File: src/rtl/cond_pkg.sv
// Shared types and constants for the conditional-execution stage.
// Condition codes, NZCV flag bit positions and flag-write group indices.
package cond_pkg;

  localparam int FLAG_W = 4;
  localparam int COND_W = 4;

  typedef enum logic [COND_W-1:0] {
    EQ = 4'b0000,
    NE = 4'b0001,
    CS = 4'b0010,
    CC = 4'b0011,
    MI = 4'b0100,
    PL = 4'b0101,
    VS = 4'b0110,
    VC = 4'b0111,
    HI = 4'b1000,
    LS = 4'b1001,
    GE = 4'b1010,
    LT = 4'b1011,
    GT = 4'b1100,
    LE = 4'b1101,
    AL = 4'b1110,
    NV = 4'b1111
  } cond_t;

  localparam int FLAG_N = 3;
  localparam int FLAG_Z = 2;
  localparam int FLAG_C = 1;
  localparam int FLAG_V = 0;

  localparam int FW_NZ = 1;
  localparam int FW_CV = 0;

endpackage

File: src/rtl/cond_check.sv
// Combinational condition evaluator: (cond, flags) -> pass.
// Ports: cond 4b in, flags {N,Z,C,V} in, pass out. NV always fails.
module cond_check
  import cond_pkg::*;
(
  input  logic [COND_W-1:0] cond,
  input  logic [FLAG_W-1:0] flags,
  output logic              pass
);

  logic n, z, c, v;

  assign n = flags[FLAG_N];
  assign z = flags[FLAG_Z];
  assign c = flags[FLAG_C];
  assign v = flags[FLAG_V];

  always_comb begin
    pass = 1'b0;
    unique case (cond_t'(cond))
      EQ: pass = z;
      NE: pass = !z;
      CS: pass = c;
      CC: pass = !c;
      MI: pass = n;
      PL: pass = !n;
      VS: pass = v;
      VC: pass = !v;
      HI: pass = c & !z;
      LS: pass = !c | z;
      GE: pass = (n == v);
      LT: pass = (n != v);
      GT: pass = !z & (n == v);
      LE: pass = z | (n != v);
      AL: pass = 1'b1;
      NV: pass = 1'b0;
    endcase
  end

endmodule

File: src/rtl/cond_logic.sv
// Conditional-execution stage: NZCV register, condition check, strobe gating.
// In: clk rst en cond alu_flags flag_w pc_s reg_w mem_w no_w; out: pc_src reg_write mem_write cond_ex flags.
module cond_logic
  import cond_pkg::*;
(
  input  logic              clk,
  input  logic              rst,
  input  logic              en,
  input  logic [COND_W-1:0] cond,
  input  logic [FLAG_W-1:0] alu_flags,
  input  logic [1:0]        flag_w,
  input  logic              pc_s,
  input  logic              reg_w,
  input  logic              mem_w,
  input  logic              no_w,
  output logic              pc_src,
  output logic              reg_write,
  output logic              mem_write,
  output logic              cond_ex,
  output logic [FLAG_W-1:0] flags
);

  logic [FLAG_W-1:0] flags_q;
  logic [FLAG_W-1:0] flags_d;
  logic              pass;

  // Evaluated against the registered (pre-update) flags.
  cond_check u_check (
    .cond  (cond),
    .flags (flags_q),
    .pass  (pass)
  );

  // Reset masks every committed strobe, not just the flags.
  assign cond_ex   = pass & !rst;
  assign pc_src    = pc_s & cond_ex;
  assign reg_write = reg_w & cond_ex & !no_w;
  assign mem_write = mem_w & cond_ex;
  assign flags     = flags_q;

  always_comb begin
    flags_d = flags_q;
    if (en && cond_ex) begin
      if (flag_w[FW_NZ]) begin
        flags_d[FLAG_N] = alu_flags[FLAG_N];
        flags_d[FLAG_Z] = alu_flags[FLAG_Z];
      end
      if (flag_w[FW_CV]) begin
        flags_d[FLAG_C] = alu_flags[FLAG_C];
        flags_d[FLAG_V] = alu_flags[FLAG_V];
      end
    end
  end

  always_ff @(posedge clk or posedge rst) begin
    if (rst) flags_q <= '0;
    else     flags_q <= flags_d;
  end

endmodule

File: config.mk
export PLATFORM = sky130hd
export DESIGN_NAME = cond_logic
export DESIGN_NICKNAME = d
export VERILOG_FILES = /design/src/rtl/cond_pkg.sv /design/src/rtl/cond_check.sv /design/src/rtl/cond_logic.sv
export SDC_FILE = /design/constraint.sdc
export NUM_CORES = 1
export LEC_CHECK = 0
export ABC_AREA = 1
export CORE_AREA = 2 2 39 41
export DETAILED_ROUTE_END_ITERATION = 16
export DIE_AREA = 0 0 41 43
export PLACE_DENSITY = 0.77
export SLEW_MARGIN = 10
export SYNTH_ARGS = -nofsm -noshare
export SYNTH_HDL_FRONTEND = slang
export SYNTH_SLANG_ARGS = --single-unit
File: constraint.sdc
create_clock -name clk -period 4.05 [get_ports clk]
set_input_delay 0.81 -clock clk [delete_from_list [all_inputs] [get_ports clk]]
set_output_delay 0.81 -clock clk [all_outputs]
set_load 0.05 [all_outputs]
==> impl_metrics.yaml <==
floorplan:
  core_area_mm2: 0.001384
  row_count: 14
  start_util: 0.3083
  fp.dieArea_mm2: 0.001763
  fp.dieH_um: 43
  io_pins: 25
  die_x_um: 41
sta:
  clock_skew_ns: 0.005850
  setup_tns_ns: 0
  min_period_ns: 3.388
  hold_violations: 0
  setup_viol: 0
  fmax_mhz: 295.2
  drv_slew: 0
  fin_crit_sh: 0.8365
  tightest_slew_ns: 0.4956
  rsz0062_at_grt: "no"
  slew_headroom: 0.6686
route:
  dr.pass1.iters: 4
  routed_wl_um: 1179
  dr_total_vias: 543
  drtAntennaViolNets: 0
  post_drt_via_cell_ratio: 4.415
  wl_per_cell_um: 9.585
  drcViolationCount: 0
  drtIter0Drc: 17
layout:
  fillers: 137
  drive_gt1_frac: 0.08411
  antenna_cells: 0
  nets: 126
  seq_area_um2: 100.1
  area_delta_synth_final_pct: 63.93
  fin_area_um2: 699.4
  largest_register_ffs: 4
  multi_input_area_um2: 266.5
critical_path:
  r2r_slack_ns: 2.52
  cp-end-kind: "output port"
  arrival_ns: 2.58
  critPathMaxFanout: 7
  path_class: "primary input to output port"
  cp-start-kind: "primary input"
  crit_required_ns: 3.24
pwr:
  peakVddDrop_mv: 0.4045
  leakage_nw: 0.3862
  p_per_area_mw_per_mm2: 507.1
grt:
  grt_start_max_net_pins: 8
  grt_usage: 0.1511
  antenna_found_initial: 0
  grt_overflow_total: 0
  grt_pass1_vias: 488
  grt_pass1_wl_um: 1849
logic_synthesis:
  ys_ff_latch: 4
  syn_inst: 80
  synth_cell_type_count: 11
  syn-num-nets: 97
  yosys_warnings: 0
  syn_area_per_cell_um2: 5.333
  seq_area_frac_synth: 0.2346
  syn_area_um2: 426.7
cts:
  clkTransAtPathRegs_ns: 0.04
  cts.sinks: 4
  cts_resized: 0
  cts_tree: "built"
  htree_levels: 1
  cts_buffer_depth: 2
  hold_buffers: 0
  insertion_delay_ns: 0.24
  cts_buffers: 3
  root_buffer: "clkbuf_4"
  post_cts_buffers: 0
outcome:
  status: "finished, final reports clean"
min_path:
  hp-class: "register to register"
place:
  dpl.hpwl_um: 993.1
  place.gp.congestion: 0.7214
  dpl_cell_area_um2: 676.9
  port_buffers: 24
run:
  cap_violations: 0
[where the power goes]
part | total, W | internal, W | switching [W]
Sequential | 0.0000776 | 0.0000558 | 0.0000218
Clock | 0.0000499 | 0.0000332 | 0.0000167
Combinational | 0.000227 | 0.0000816 | 0.000146
Total | 0.000355 | 0.000171 | 0.000184
[synth_stat cells]
cell / count / share of area
nor2_1: 8 / 0.070
nand3_1: 3 / 0.035
a21oi_1: 2 / 0.023
o21ai_0: 1 / 0.012
a21oi_4: 1 / 0.038
nand4_1: 6 / 0.088
o21ai_2: 1 / 0.021
inv_1: 16 / 0.14
dfrtp_1: 4 / 0.23
nand2_1: 37 / 0.33
o21ai_1: 1 / 0.012
[cell families (layout without fill, tap and decap cells)]
| family | count (synthesis) | after routing | share of synthesized area |
|---|---|---|---|
| simple gates | 54 | 54 | 0.5191 |
| buf+inv | 16 | 43 | 0.1408 |
| compound gates | 6 | 6 | 0.1056 |
| flops | 4 | 4 | 0.2346 |
[cell type report]
| class | instances | share of cell area |
|---|---|---|
| Sequential cell | 4 | 0.1431 |
| Inverter | 16 | 0.08587 |
| Timing Repair Buffer | 24 | 0.3292 |
| Tap cell | 16 | 0.02862 |
| Clock buffer | 3 | 0.03220 |
| Multi-Input combinational cell | 60 | 0.3810 |
[routing by layer]
metal / up-vias / GRT usage / part of all wire
met1: 233 / 0.1753 / 0.45
met4: 0 / 0.07333 / 0
li1: 300 / - / -
met3: 0 / 0.03141 / 0.034
met5: - / 0 / 0
met2: 10 / 0.2469 / 0.52
[critical path: stages]
cell             delay (ns)
clkdlybuf4s50_1        0.51
nor2_1                 0.16
nand2_1                0.09
inv_1                  0.07
nand2_1                0.05
nand2_1                0.06
nand2_1                0.05
nand3_1                0.08
nand2_1                0.10
a21oi_4                0.21
inv_1                  0.08
nor2_1                 0.10
buf_4                  0.21
[cell usage in the layout (no fill, tap or decap)]
cell type / n
nor2_1: 8
clkbuf_4: 3
o21ai_2: 1
buf_4: 4
inv_1: 16
o21ai_1: 1
nand2_1: 37
dfrtp_1: 4
nand3_1: 3
clkdlybuf4s50_1: 20
nand4_1: 6
a21oi_1: 2
a21oi_4: 1
o21ai_0: 1
[worst paths after layout]
| kind | start | end | depth (start not counted) |
|---|---|---|---|
| worst max-delay path | cond[0] | pc_src | 13 |
| worst min-delay path | flags[0]$_DFFE_PP0P_ | flags[0]$_DFFE_PP0P_ | 2 |
| worst max register to register | flags[3]$_DFFE_PP0P_ | flags[1]$_DFFE_PP0P_ | 11 |
| worst min register to register | flags[0]$_DFFE_PP0P_ | flags[0]$_DFFE_PP0P_ | 2 |
| max in group asynchronous | rst | flags[1]$_DFFE_PP0P_ | 2 |
| min in group asynchronous | rst | flags[3]$_DFFE_PP0P_ | 2 |
[stage by stage]
stage | setup WS, ns | instances | utilization | total power, W | hold WS, ns
6_report | 0.6623 | 123 | 0.5054 | 0.0003547 | 0.5494
5_1_grt | 0.5009 | 123 | 0.5054 | 0.0003800 | 0.5723
4_1_cts | 0.6514 | 123 | 0.5054 | 0.0003559 | 0.5442
3_5_place_dp | 0.6532 | 120 | 0.4892 | 0.0003046 | 0.5347
3_3_place_gp | 0.7465 | 120 | 0.4892 | 0.0003022 | 0.5342
2_1_floorplan | 0.7663 | 80 | - | 0.0002292 | 0.5844
Power figures use the tool's default switching activity.
